==> src/rtl/mem_arb_pkg.sv <==
// mem_arb_pkg: shared types for the memory arbiter.
// Holds the FSM states, the request owners, the access-size encodings and the latched request payload.
package mem_arb_pkg;

    typedef enum logic [1:0] {
        ST_IDLE  = 2'd0,
        ST_ISSUE = 2'd1,
        ST_WAIT  = 2'd2
    } state_t;

    typedef enum logic {
        OWN_IC  = 1'b0,
        OWN_LSB = 1'b1
    } owner_t;

    localparam logic [1:0] SIZE_B = 2'd0;
    localparam logic [1:0] SIZE_H = 2'd1;
    localparam logic [1:0] SIZE_W = 2'd3;

    typedef struct packed {
        logic        we;
        logic [1:0]  size;
        logic        sgn;
        logic [31:0] addr;
        logic [31:0] wdata;
    } mem_req_t;

endpackage

==> src/rtl/mem_req_latch.sv <==
// mem_req_latch: holds one requester's pending bit and request payload.
// A request pulse is taken only while nothing is pending. While clear is high, no new request is taken.
module mem_req_latch
    import mem_arb_pkg::*;
(
    input  logic     clk,
    input  logic     rst,
    input  logic     rdy,
    input  logic     req,
    input  mem_req_t req_data,
    input  logic     clear,
    output logic     pending,
    output mem_req_t data
);

    // NOTE: every flop uses non-blocking (<=) so all registers update from their pre-edge values.
    always_ff @(posedge clk) begin
        if (rst) begin
            pending <= 1'b0;
            // NOTE: the payload is reset as well; it is a handful of flops and keeps mc_* deterministic.
            data    <= '0;
        end else if (rdy) begin
            if (clear) begin
                pending <= 1'b0;
            end else if (req && !pending) begin
                pending <= 1'b1;
                data    <= req_data;
            end
        end
    end

endmodule

==> src/rtl/mem_arbiter.sv <==
// mem_arbiter: shares one memory controller between the instruction cache (IC) and the load/store buffer (LSB).
// Defining MEM_ARB_STARVE_GUARD_EN enables the starvation guard, which forces an IC grant after STARVE_LIMIT consecutive LSB grants.
module mem_arbiter
    import mem_arb_pkg::*;
#(
    parameter int unsigned STARVE_LIMIT = 4,
    parameter logic [1:0]  IO_BASE_HI   = 2'b11
) (
    input  logic        clk,
    input  logic        rst,
    input  logic        rdy,
    input  logic        ic_req,
    input  logic [31:0] ic_addr,
    output logic        ic_done,
    output logic [31:0] ic_data,
    input  logic        lsb_req,
    input  logic        lsb_we,
    input  logic [1:0]  lsb_size,
    input  logic        lsb_signed,
    input  logic [31:0] lsb_addr,
    input  logic [31:0] lsb_wdata,
    output logic        lsb_done,
    output logic [31:0] lsb_rdata,
    input  logic        flush,
    input  logic        io_buffer_full,
    output logic        mc_valid,
    output logic        mc_we,
    output logic [1:0]  mc_size,
    output logic        mc_signed,
    output logic [31:0] mc_addr,
    output logic [31:0] mc_wdata,
    input  logic        mc_ready,
    input  logic        mc_done,
    input  logic [31:0] mc_rdata
);

    state_t   state;
    owner_t   owner;
    mem_req_t ic_in, lsb_in, ic_q, lsb_q, sel;
    logic     ic_pend, lsb_pend, ic_clear, lsb_clear;
    logic     ic_kill, finish, ic_elig, lsb_elig, pick_ic, grant;
    logic     mc_valid_q, ic_done_q, lsb_done_q;

    assign ic_in  = '{we: 1'b0, size: SIZE_W, sgn: 1'b0, addr: ic_addr, wdata: 32'd0};
    assign lsb_in = '{we: lsb_we, size: lsb_size, sgn: lsb_signed, addr: lsb_addr, wdata: lsb_wdata};

    // A flushed in-flight fetch keeps its slot until mc_done, but it must not clear a fetch latched after the flush.
    assign finish    = (state == ST_WAIT) && mc_done;
    assign ic_clear  = flush || (finish && owner == OWN_IC && !ic_kill);
    assign lsb_clear = finish && owner == OWN_LSB;

    mem_req_latch u_ic_latch (
        .clk      (clk),
        .rst      (rst),
        .rdy      (rdy),
        .req      (ic_req),
        .req_data (ic_in),
        .clear    (ic_clear),
        .pending  (ic_pend),
        .data     (ic_q)
    );

    mem_req_latch u_lsb_latch (
        .clk      (clk),
        .rst      (rst),
        .rdy      (rdy),
        .req      (lsb_req),
        .req_data (lsb_in),
        .clear    (lsb_clear),
        .pending  (lsb_pend),
        .data     (lsb_q)
    );

    // An IO-space store waits while the IO buffer is full.
    assign lsb_elig = lsb_pend && !(lsb_q.we && lsb_q.addr[17:16] == IO_BASE_HI && io_buffer_full);
    assign ic_elig  = ic_pend && !flush;
    assign grant    = (state == ST_IDLE) && mc_ready && (ic_elig || lsb_elig);
    assign sel      = pick_ic ? ic_q : lsb_q;

`ifdef MEM_ARB_STARVE_GUARD_EN
    localparam int unsigned         CNT_W      = $clog2(STARVE_LIMIT + 1);
    localparam logic [CNT_W-1:0]    STARVE_MAX = CNT_W'(STARVE_LIMIT);
    logic [CNT_W-1:0] starve_cnt;

    assign pick_ic = ic_elig && (!lsb_elig || starve_cnt >= STARVE_MAX);

    always_ff @(posedge clk) begin
        if (rst) begin
            starve_cnt <= '0;
        end else if (rdy && grant) begin
            if (!pick_ic && ic_elig) starve_cnt <= starve_cnt + 1'b1;
            else                     starve_cnt <= '0;
        end
    end
`else
    assign pick_ic = ic_elig && !lsb_elig;
`endif

    always_ff @(posedge clk) begin
        if (rst) begin
            state      <= ST_IDLE;
            owner      <= OWN_IC;
            ic_kill    <= 1'b0;
            mc_valid_q <= 1'b0;
            mc_we      <= 1'b0;
            mc_size    <= 2'd0;
            mc_signed  <= 1'b0;
            mc_addr    <= 32'd0;
            mc_wdata   <= 32'd0;
            ic_done_q  <= 1'b0;
            ic_data    <= 32'd0;
            lsb_done_q <= 1'b0;
            lsb_rdata  <= 32'd0;
        end else if (rdy) begin
            ic_done_q  <= 1'b0;
            lsb_done_q <= 1'b0;
            if (flush && owner == OWN_IC && state != ST_IDLE) ic_kill <= 1'b1;
            case (state)
                ST_IDLE: begin
                    if (grant) begin
                        owner      <= pick_ic ? OWN_IC : OWN_LSB;
                        mc_we      <= sel.we;
                        mc_size    <= sel.size;
                        mc_signed  <= sel.sgn;
                        mc_addr    <= sel.addr;
                        mc_wdata   <= sel.wdata;
                        mc_valid_q <= 1'b1;
                        ic_kill    <= 1'b0;
                        state      <= ST_ISSUE;
                    end
                end
                ST_ISSUE: begin
                    mc_valid_q <= 1'b0;
                    state      <= ST_WAIT;
                end
                ST_WAIT: begin
                    if (mc_done) begin
                        state   <= ST_IDLE;
                        ic_kill <= 1'b0;
                        if (owner == OWN_LSB) begin
                            lsb_done_q <= 1'b1;
                            lsb_rdata  <= mc_rdata;
                        end else if (!ic_kill && !flush) begin
                            ic_done_q <= 1'b1;
                            ic_data   <= mc_rdata;
                        end
                    end
                end
                default: state <= ST_IDLE;
            endcase
        end
    end

    // Strobes are masked while stalled; the frozen state re-presents them once rdy returns.
    assign mc_valid = mc_valid_q && rdy;
    assign ic_done  = ic_done_q && rdy;
    assign lsb_done = lsb_done_q && rdy;

endmodule

==> config.mk <==
export PLATFORM = sky130hd
export DESIGN_NAME = mem_arbiter
export DESIGN_NICKNAME = d
export VERILOG_FILES = /design/src/rtl/mem_arb_pkg.sv /design/src/rtl/mem_req_latch.sv /design/src/rtl/mem_arbiter.sv
export SDC_FILE = /design/constraint.sdc
export NUM_CORES = 1
export LEC_CHECK = 0
export CAP_MARGIN = 10
export CORE_MARGIN = 3
export CORE_UTILIZATION = 35
export DETAILED_ROUTE_END_ITERATION = 6
export GPL_ROUTABILITY_DRIVEN = 1
export PLACE_DENSITY = 0.66
export SLEW_MARGIN = 40
export SYNTH_ARGS = -nofsm -noshare
export SYNTH_HDL_FRONTEND = slang
export SYNTH_SLANG_ARGS = --single-unit
==> constraint.sdc <==
create_clock -name clk -period 3.69 [get_ports clk]
set_clock_uncertainty 0.15 [all_clocks]
set_input_delay 0.738 -clock clk [delete_from_list [all_inputs] [get_ports clk]]
set_output_delay 0.738 -clock clk [all_outputs]
set_load 0.01 [all_outputs]
**Word level (Yosys, flattened, before mapping)**

Cells that the tools add are included.

- Eq/ne operators: 5
- Mux-type cells: 22
- Bitwise gates (word level): 3
- Reductions and logical operators: 41

Operators by type and width:

| kind | count |
|---|---|
| $mux W68 | 1 |
| $logic_and A1 B1 Y1 | 19 |
| $mux W1 | 16 |
| $reduce_and A3 Y1 | 5 |
| $reduce_bool A2 Y1 | 4 |
| $logic_not A1 Y1 | 6 |
| $pmux W2 S3 | 1 |
| $reduce_and A5 Y1 | 1 |
| $eq A2 B2 Y1 const B | 2 |
| $mux W2 | 2 |
| $ne A2 B2 Y1 const B | 2 |
| $pmux W1 S2 | 2 |
| $reduce_and A2 Y1 | 2 |
| $reduce_and A4 Y1 | 1 |
| $not A1 Y1 | 3 |
| $eq A2 B1 Y1 const B | 1 |
| $logic_not A2 Y1 | 1 |
| $logic_or A1 B1 Y1 | 2 |

- Flip-flop bits (word level): 242
- Input port bits: 141
- Output and inout port bits: 135
- Word-level logic and storage cells: 93

**Longest topological paths before layout**

- Word-level depth: 9
- Gate-level depth with buffers: 7
- Mapped depth without buffers: 4

**Modules after synthesis**

From an unflattened synthesis, not the netlist that was laid out.

- Cells, all modules: 1315
- Area total of the unflattened synthesis: 12260.5 um^2

Modules (own cells, without submodules):

| module | times used | cells an instance | area each (um^2) | sequential area each (um^2) |
|---|---|---|---|---|
| mem_req_latch | 2 | 299 | 3079.2 | 1381.3 |
| mem_arbiter | 1 | 717 | 6102.1 | 2782.7 |

**Worst setup path before layout**

OpenSTA, ideal clock, no wires.

- Path type: input to output
- Start point: in rdy
- End point: out ic_done
- Data arrival time: 1314 ps
- Required time: 2802 ps
- Setup slack: 1488 ps
- Stages on the path: 3
- Path buffers: 2
- Cell sequence: buf_2 clkbuf_1 and2_1

- Word-level cells in the longest chain between the ends: 1

RTL lines:

| item | line | text |
|---|---|---|
| from (decl) | mem_arbiter.sv:11 | `input logic rdy,` |
| $logic_and A1 B1 Y1 | mem_arbiter.sv:156 | `assign ic_done = ic_done_q && rdy;` |
| to (decl) | mem_arbiter.sv:14 | `output logic ic_done,` |

Every way passes these cells.

**Final worst setup path**

- Start point: in rdy
- End point: out mc_valid

- Word-level cells in the longest chain between the ends: 1

RTL lines:

| item | line | text |
|---|---|---|
| $logic_and A1 B1 Y1 | mem_arbiter.sv:155 | `assign mc_valid = mc_valid_q && rdy;` |
| to (decl) | mem_arbiter.sv:26 | `output logic mc_valid,` |

Every way passes these cells.

==> results by group <==
Clock network
  – Setup Buffers After CTS: 0
  – Root Buffer: clkbuf_16
  – CTS Sinks: between 200 and 250
  – CTS resizes: 0
  – TritonCTS clock tree: built
  – Clock Pin Slew Worst Setup and Hold Paths: 60 ps
  – Clock Latency Late Sink: 520 ps
  – Clock buffer depth: 3
  – H-tree depth: 1
  – Hold buffer count at cts: 0
  – Inserted Clock Buffers: 26

Final layout
  – Number of fill cells: 2,309
  – Final core occ: 0.517
  – FF/Latch Area: 4850 um2
  – Commonest non-fill, non-tap cells in the layout: nand2_1 (336), clkdlybuf4s50_1 (274), dfxtp_1 (241)
  – Layout cells sized above 1: 0.0608
  – Area growth syn-to-layout: 43.6%
  – Commonest non-fill, non-tap cell in the layout: nand2_1
  – Area of the multi-input gates: approximately 3500 um2
  – Layout Nets: 1,421

Timing
  – Setup TNS: 0 ps
  – Tcrit/Tclk final: 0.788
  – FMAX: 344 MHz
  – Slew Viols, Final: 0
  – Slew @ Worst Pin: ~780 ps
  – Tmin final: about 2900 ps
  – RSZ-0062 raised after global routing: no
  – Max-slew headroom: 0.478
  – Hold Vio Cnt, Final: 0
  – Setup Viol. Count Final: 0

Global routing
  – Met1 usage in global routing: 0.240
  – Top Usage Layer GRT: met2
  – First-pass GRT wire length: 41,300 um
  – Initial antenna violation count: 1
  – M3 GR Usage: 0.0652
  – Pin count of the biggest net entering global routing: 113
  – Tot GR Track Use: 0.189
  – Number of global-route vias before repair: 7,713
  – Met2 usage: 0.303
  – Grt ovf: 0

Worst hold path
  – Worst min path class: flop to flop
  – Hold Path Cell Cnt: 2
  – Worst Hold End: mc_addr[21]
  – Hold_sp: mc_addr[21]

Floorplanning
  – Die area: 27,200 um2
  – Die X: around 160 um
  – Io pins: roughly 280
  – Standard-cell rows: 57
  – Core area: 24,500 um2
  – Initial cell density of the core: 0.360
  – Die H: 165 um

Synth
  – Mapped Area: 8830 um2
  – Number of synthesized flops with an enable pin: 0
  – Mux cell area share after synthesis: 0
  – Complex-gate fraction of the synthesized area: 0.195
  – Area leader, netlist: dfxtp_1
  – Synth Area in XOR/XNOR: 0
  – Syn_nets: 1,183
  – Post-synth top area share: 0.549
  – Post-synthesis sequential area ratio: 0.549
  – Cell variety after synth: 42
  – Synth Area in Adders: 0
  – Synth area leaders: dfxtp_1 (55%), nand2_1 (14%), a21oi_1 (11%)
  – Async SR Flop Fraction: 0
  – Post-synthesis area per instance: approximately 8.5 um2
  – Top_reg_cell synth: dfxtp_1
  – Synthesis-stage register bit count: around 240
  – Post-Synth Simple-Gate Area: 0.197
  – Mapped Cells: between 1k and 1.5k
  – Main combinational cell family by area after synthesis: simple AND/OR/NAND/NOR gates
  – Ys Warns: 0

Worst setup path
  – RR Endpoint: mc_addr[22]
  – R2r setup slk: 1390 ps
  – FF-to-FF path depth: 4
  – Worst Setup End Kind: output port
  – Worst Path Required: 2800 ps
  – Crit Path Max Fanout: 5
  – CP arrival: 2020 ps
  – RR Startpoint: state[0]
  – Critical Path Source Type: input port
  – Critical path class: input port to output port

Flow run
  – Maxcap violations: 0

Drt
  – Drt via density: 4.95
  – Drt pass-1 iters: 5
  – Routed vias: slightly above 8k
  – Wire length per cell: 16.4 um
  – DRC Markers: 0
  – Post-route ant nets: 0
  – Post-Route WL: between 20,000 and 30,000 um
  – Initial DRC Count: 527

Pwr
  – Leakage: 4.34 nW
  – Max VDD drop: around 0.00034 V
  – Power per Cell Area: between 400 and 500 nW/um2

Place
  – Port Buffer Count: 275
  – Detailed Place HPWL: 17,500 um
  – GPL Wtd Cong: between 0.7 and 0.8

Status
  – Run status: finished clean
final cells by class:
type                    count  share of cell area
multi-input cells         680               0.273
repair buffers            297               0.231
well taps                 324              0.0320
clock buffers              38              0.0612
flip-flops and latches    242               0.382
diodes                      1            0.000197
clock inverters            10              0.0106
inverters                  33             0.00976
synthesized netlist by cell type, types with 5 or more instances:
cell and count:
a22o_1 34, a21oi_1 192, and2_1 5, a2111oi_0 5, nor3_1 10, clkbuf_1 54, a211oi_1 6, inv_1 33
o311ai_0 21, nor2_1 6, nand2_1 336, o31ai_1 5, buf_2 19, buf_4 5, nand4b_1 27, dfxtp_1 242
worst max path at each step:
stage / from / end / depth (start not counted)
finish: rdy / mc_valid / 3
global route: rdy / mc_valid / 3
CTS: rdy / mc_valid / 3
detailed placement: rdy / mc_addr[22] / 5
global placement: rdy / mc_addr[23] / 5
floorplan: rdy / ic_done / 3
cell families after synthesis:
kind of cell           after synthesis
AOI/OAI and AO/OA                  277
and+or+nand+nor                    403
buffers and inverters              120
DFF                                242
worst max-delay path, cell delays in order:
cell	delay, ps
clkdlybuf4s50_1	550
and2_1	180
clkdlybuf4s50_1	540
metal layers:
layer  vias to the layer above  wire (um)  share of wire
li1                       3996          -              -
met1                      3736      11200           0.42
met2                       273      12300           0.46
met3                        46       2510          0.094
met4                         0        662          0.025
met5                         -          0              0
flip-flops by register name, indices dropped and copies added, names as in the netlist, 2 cells and up:
name,flops
ic_data,32
state,2
u_ic_latch.data,33
mc_size,2
u_lsb_latch.data,68
lsb_rdata,32
mc_wdata,32
mc_addr,32
per-stage QoR:
stage / total power, mW / cell area, um2 / worst slack (ps) / std cells / hold WS, ps
floorplan: 2.97 / 8830 / 1490 / 1042 / 281
global placement: 3.23 / 11800 / 610 / 1576 / 285
detailed placement: 3.24 / 11800 / 525 / 1576 / 288
CTS: 5.97 / 12700 / 774 / 1624 / 298
global route: 6.12 / 12700 / 710 / 1625 / 316
finish: 5.90 / 12700 / 782 / 1625 / 297
power by group:
group / internal [mW] / switching, mW
clock network: 1.67 / 1.05
registers: 2.68 / 0.0427
logic: 0.237 / 0.218
No activity file was read; power rests on OpenSTA's default activity.
